`config.mk`:
```
export PLATFORM = sky130hd
export DESIGN_NAME = dcache_req_arb
export DESIGN_NICKNAME = d
export VERILOG_FILES = /design/src/rtl/dcache_req_arb.sv
export SDC_FILE = /design/constraint.sdc
export NUM_CORES = 1
export LEC_CHECK = 0
export ABC_AREA = 0
export BUFFER_PORTS_ARGS = -buffer_cell sky130_fd_sc_hd__buf_2
export CAP_MARGIN = 5
export CORE_MARGIN = 2
export CORE_UTILIZATION = 45
export DETAILED_ROUTE_END_ITERATION = 8
export GPL_ROUTABILITY_DRIVEN = 0
export MAX_ROUTING_LAYER = met4
export PLACE_DENSITY = 0.82
export SETUP_SLACK_MARGIN = 0.5
export SYNTH_ARGS = -nofsm -noshare
export SYNTH_HDL_FRONTEND = slang
export SYNTH_SLANG_ARGS = --single-unit
```
`constraint.sdc`:
```
create_clock -name clk -period 2.4 [get_ports clk]
set_clock_uncertainty 0.2 [all_clocks]
set_input_delay 0.24 -clock clk [delete_from_list [all_inputs] [get_ports clk]]
set_output_delay 0.24 -clock clk [all_outputs]
set_load 0.03 [all_outputs]
```
`src/rtl/dcache_req_arb.sv`:
```
// Two-port arbiter and sequencer for the single data-cache request channel.
// Port 0 is the MEM-stage path (flushable); port 1 is an auxiliary requester.
module dcache_req_arb #(
   parameter int unsigned STARVE_LIMIT = 4,
   parameter int unsigned CNT_W        = 3
) (
   input  logic        clk,
   input  logic        rst,
   input  logic        flush_i,
   input  logic        p0_valid_i,
   input  logic        p0_we_i,
   input  logic [3:0]  p0_sel_i,
   input  logic [31:0] p0_addr_i,
   input  logic [31:0] p0_wdata_i,
   output logic        p0_ready_o,
   output logic        p0_rvalid_o,
   output logic [31:0] p0_rdata_o,
   input  logic        p1_valid_i,
   input  logic        p1_we_i,
   input  logic [3:0]  p1_sel_i,
   input  logic [31:0] p1_addr_i,
   input  logic [31:0] p1_wdata_i,
   output logic        p1_ready_o,
   output logic        p1_rvalid_o,
   output logic [31:0] p1_rdata_o,
   output logic        cache_ce_o,
   output logic        cache_we_o,
   output logic [3:0]  cache_sel_o,
   output logic [31:0] cache_addr_o,
   output logic [31:0] cache_data_o,
   input  logic        addr_ok_i,
   input  logic        data_ok_i,
   input  logic [31:0] cache_rdata_i,
   output logic        busy_o
);

   typedef enum logic [1:0] {
      IDLE   = 2'd0,
      REQ    = 2'd1,
      WAIT   = 2'd2,
      CANCEL = 2'd3
   } state_t;

   state_t             state_q, state_d;
   logic [CNT_W-1:0]   cnt_q, cnt_d;
   logic               owner_q;
   logic               we_q;
   logic [3:0]         sel_q;
   logic [31:0]        addr_q;
   logic [31:0]        wdata_q;
   logic               p0_rvalid_q, p1_rvalid_q;
   logic [31:0]        p0_rdata_q, p1_rdata_q;

   logic               gnt0, gnt1;
   logic               eff0;
   logic               kill;
   logic               rsp;

   // Arbitration, starvation tracking and transaction sequencing.
   always_comb begin
      state_d = state_q;
      cnt_d   = cnt_q;
      gnt0    = 1'b0;
      gnt1    = 1'b0;
      rsp     = 1'b0;
      eff0    = p0_valid_i & ~flush_i;
      kill    = flush_i & ~owner_q;
      unique case (state_q)
         IDLE: begin
            gnt1 = p1_valid_i & (~eff0 | (cnt_q >= CNT_W'(STARVE_LIMIT)));
            gnt0 = eff0 & ~gnt1;
            if (gnt0 | gnt1) begin
               state_d = REQ;
            end
            if (p1_valid_i & ~gnt1) begin
               if (cnt_q != {CNT_W{1'b1}}) begin
                  cnt_d = cnt_q + CNT_W'(1);
               end
            end else begin
               cnt_d = '0;
            end
         end
         REQ: begin
            if (addr_ok_i) begin
               if (data_ok_i) begin
                  state_d = IDLE;
                  rsp     = ~kill;
               end else begin
                  state_d = kill ? CANCEL : WAIT;
               end
            end else if (kill) begin
               state_d = IDLE;
            end
         end
         WAIT: begin
            if (data_ok_i) begin
               state_d = IDLE;
               rsp     = ~kill;
            end else if (kill) begin
               state_d = CANCEL;
            end
         end
         CANCEL: begin
            if (data_ok_i) begin
               state_d = IDLE;
            end
         end
         default: state_d = IDLE;
      endcase
   end

   always_ff @(posedge clk) begin
      if (!rst) begin
         state_q     <= IDLE;
         cnt_q       <= '0;
         owner_q     <= 1'b0;
         we_q        <= 1'b0;
         sel_q       <= '0;
         addr_q      <= '0;
         wdata_q     <= '0;
         p0_rvalid_q <= 1'b0;
         p1_rvalid_q <= 1'b0;
         p0_rdata_q  <= '0;
         p1_rdata_q  <= '0;
      end else begin
         state_q     <= state_d;
         cnt_q       <= cnt_d;
         if (gnt0 | gnt1) begin
            owner_q <= gnt1;
            we_q    <= gnt1 ? p1_we_i    : p0_we_i;
            sel_q   <= gnt1 ? p1_sel_i   : p0_sel_i;
            addr_q  <= gnt1 ? p1_addr_i  : p0_addr_i;
            wdata_q <= gnt1 ? p1_wdata_i : p0_wdata_i;
         end
         p0_rvalid_q <= rsp & ~owner_q;
         p1_rvalid_q <= rsp & owner_q;
         // Store completions return zero data rather than whatever the cache drives.
         if (rsp & ~owner_q) begin
            p0_rdata_q <= we_q ? 32'd0 : cache_rdata_i;
         end
         if (rsp & owner_q) begin
            p1_rdata_q <= we_q ? 32'd0 : cache_rdata_i;
         end
      end
   end

   assign p0_ready_o   = gnt0;
   assign p1_ready_o   = gnt1;
   assign p0_rvalid_o  = p0_rvalid_q;
   assign p1_rvalid_o  = p1_rvalid_q;
   assign p0_rdata_o   = p0_rdata_q;
   assign p1_rdata_o   = p1_rdata_q;
   assign cache_ce_o   = (state_q == REQ);
   assign cache_we_o   = we_q;
   assign cache_sel_o  = sel_q;
   assign cache_addr_o = addr_q;
   assign cache_data_o = wdata_q;
   assign busy_o       = (state_q != IDLE);

endmodule

```
==> flow_summary_export.csv <==
group,metric,value,unit
detailed_routing,drt_iter0_markers,747,
sta,finalSetupViolCount,0,
pwr,power_frac_comb,27.3,%
pwr,ir_drop,0.448,mV
cts,root_buffer,"clkbuf_16",
pwr,p_sw,2.37,mW
worst_setup_path,crit_buf_inv,5,
sta,fin_crit,2.22,ns
grt,grt_use_met1,37.3,%
floorplanning,ios,316,
floorplanning,fp.dieW,122,µm
final_layout,drive_above_1_share,42.6,%
grt,track_usage,37.5,%
detailed_routing,post-route-drc-count,0,
synthesis,syn_nets,869,
synthesis,ys_top_cells_by_count,"dfxtp_1, nand2_1, a21oi_2, mux2i_1, o21ai_0",
grt,use_met3,12.0,%
synthesis,synth_ff_type,"dfxtp_1",
floorplanning,start_util,45.7,%
worst_setup_path,path_delay_family,"buffers and inverters",
sta,setup_slack,0.175,ns
synthesis,yosys_warnings,0,
worst_setup_path,endpoint_kind,"flip-flop",
worst_setup_path,worstPathCellList,"inv_4 -> ha_4 -> buf_6 -> o211ai_4 -> clkinv_4 -> buf_4 -> bufbuf_16 -> a21oi_2 -> a21oi_1",
pwr,switching_share,32.6,%
cts,tritoncts,"built",
worst_setup_path,cp.arrival,2.31,ns
floorplanning,core,13800,µm²
cts,cts_sinks,141,
final_layout,syn_to_final_growth,77.6,%
pwr,p_clk_share,36.9,%
sta,worst_pin_slew,0.779,ns
synthesis,synth-edff-count,0,
worst_setup_path,critPathLaunchType,"flip-flop",
final_layout,stdcell_area,11200,µm²
floorplanning,dieHeight,122,µm
sta,rsz0062_at_grt,"true",
place,detailed_place_hpwl,12700,µm
grt,grt_max_degree,175,
grt,met2_usage,61.0,%
grt,grt_antenna_before_repair,7,
synthesis,yosys.area.top_type,"dfxtp_1",
synthesis,syn-mean-instance-area,9.17,µm²
detailed_routing,ant_nets,0,
pwr,total_power,7.28,mW
pwr,p_int,4.91,mW
cts,htreeDepth,4,
final_layout,fin_cells,1391,
pwr,pwr-share-seq,35.8,%
synthesis,synthMostInstantiatedCell,"dfxtp_1",
worst_setup_path,critPathSlowestCell,"dfxtp_4",
sta,fin_tns_setup,0,ns
synthesis,synth_top_area_share,44.9,%
cts,cts_buffers,17,
synthesis,synth-seq-cells,141,
outcome,status,"finished clean",
synthesis,synth_cells,686,
detailed_routing,vias,8311,
pwr,p_per_area,652,nW/µm²
detailed_routing,wl,32500,µm
detailed_routing,via_per_inst,5.97,
grt,grt_pass1_vias,7977,
cts,cts_buffer_depth,2,
place,port_buffers,315,
grt,grt_overflow_total,0,
final_layout,fin_nets,1369,
sta,finalHoldViolations,0,
floorplanning,num_rows,43,
sta,fmax,449,MHz
pwr,p_leak,5.13,nW
place,place_area,7950,µm²
sta,relSlewSlack,48.1,%
run,cap_violations,0,
floorplanning,die_area,14900,µm²
worst_setup_path,cp_slowest_stage_delay,0.37,ns
place,dp_worst_setup_slack,0.244,ns
detailed_routing,firstDrtPassIters,6,
worst_setup_path,worstPathRequired,2.49,ns
final_layout,fin_util,81.2,%
synthesis,synth_area_leaders,"dfxtp_1, a21oi_2, mux2i_1",
cts,clock_latency,0.43,ns
sta,drv_slew,0,
synthesis,ys_seq_area_share,44.9,%
synthesis,synthArstFlopShare,0,%
synthesis,synth_cell_types,41,
worst_hold_path,hp-class,"in2reg",
place,dp_cells,1136,
worst_setup_path,worst-path-max-fanout,14,
worst_setup_path,path_class,"reg2reg",
cts,path_clk_slew,0.06,ns
detailed_routing,drt-wirelength-per-cell,23.3,µm
grt,busiest_layer,"met2",
grt,grt_pass1_wl,41400,µm
synthesis,mappedNetlistArea,6290,µm²
sta,finalCritPeriodShare,92.7,%
sta,holdWs,0.114,ns
-- tightest hold or removal path, cell delays in order --
cell,delay (ns)
buf_2,0.14
nand4bb_1,0.14
or4_1,0.12
a21boi_1,0.05
-- worst paths after layout --
| kind | startpoint | endpoint | slack, ns | depth (start not counted) |
|---|---|---|---|---|
| setup / recovery | state_q[1] | cache_data_o[24] | 0.18 | 9 |
| hold / removal | p0_valid_i | cnt_q[0] | 0.11 | 4 |
| setup reg to reg | state_q[1] | cache_data_o[24] | 0.18 | 9 |
| hold reg to reg | cache_addr_o[31] | cache_addr_o[31] | 0.25 | 2 |
-- registers in the layout, summed over array words and instances (netlist names) --
signal	flops
state_q	2
cache_addr_o	32
cache_sel_o	4
p1_rdata_o	32
p0_rvalid_o	1
cache_we_o	1
cache_data_o	32
p0_rdata_o	32
p1_rvalid_o	1
owner_q	1
cnt_q	3
-- timing repair --
action,CTS,global route
cloned,5,16
setup endpoints to repair,139,105
hold buffers,171,0
pin swaps,4,8
buffers inserted,16,3
endpoints found under the hold margin,134,0
gates resized for setup,27,49
-- placed cells by master, fill, tap and decap left out, types with 2 or more instances in the layout --
master / n
nor2_1: 4
nand3b_1: 32
buf_16: 6
nor2b_1: 2
diode_2: 12
ha_1: 3
nand3_1: 2
inv_6: 5
a21oi_4: 4
dlygate4sd3_1: 171
buf_8: 2
clkinv_4: 2
inv_4: 2
clkinv_2: 3
nand2_1: 130
mux2i_1: 62
a21oi_2: 81
inv_1: 3
buf_12: 10
nand2_2: 7
bufinv_16: 2
dfxtp_4: 2
clkinvlp_4: 2
clkbuf_8: 2
mux2i_2: 2
buf_6: 11
o21ai_0: 64
dfxtp_1: 138
a21oi_1: 56
ha_4: 3
nand2b_1: 2
clkbuf_16: 28
buf_2: 311
o21ai_1: 6
buf_4: 13
-- cell families (layout without fill, tap and decap cells) --
group	count (synthesis)	count (layout)	share of synthesized area (%)
simple gates	190	190	14.4
compound gates	220	220	22.8
buf+inv	64	577	6.42
mux	65	65	10.3
flops	141	141	44.9
other cells	0	12	0
fa+ha+maj	6	6	1.19
-- cell type report --
cell class	instances	area (µm²)
multi-input combinational	481	3220
tap	180	225
timing repair buffer	536	4190
fill	712	2590
sequential	141	2830
clock buffer	20	457
timing repair inverter	2	25.0
antenna	12	30.0
clock inverter	12	134
inverter	7	62.6
-- power groups by stage --
stage          combinational, mW  clock, mW  sequential (mW)
6_report                    1.99       2.69             2.61
4_1_cts                     1.62       2.67             2.57
3_3_place_gp                1.29          0             2.62
3_5_place_dp                1.30          0             2.62
5_1_grt                     2.05       2.78             2.61
2_1_floorplan              0.607          0             2.89
-- routing by layer --
| layer | part of all wire (%) | vias up |
|---|---|---|
| li1 | - | 3389 |
| met4 | 9.6 | 0 |
| met2 | 46 | 839 |
| met3 | 12 | 330 |
| met5 | 0 | - |
| met1 | 33 | 3753 |
Note: power is estimated with default switching activity, not from simulation.
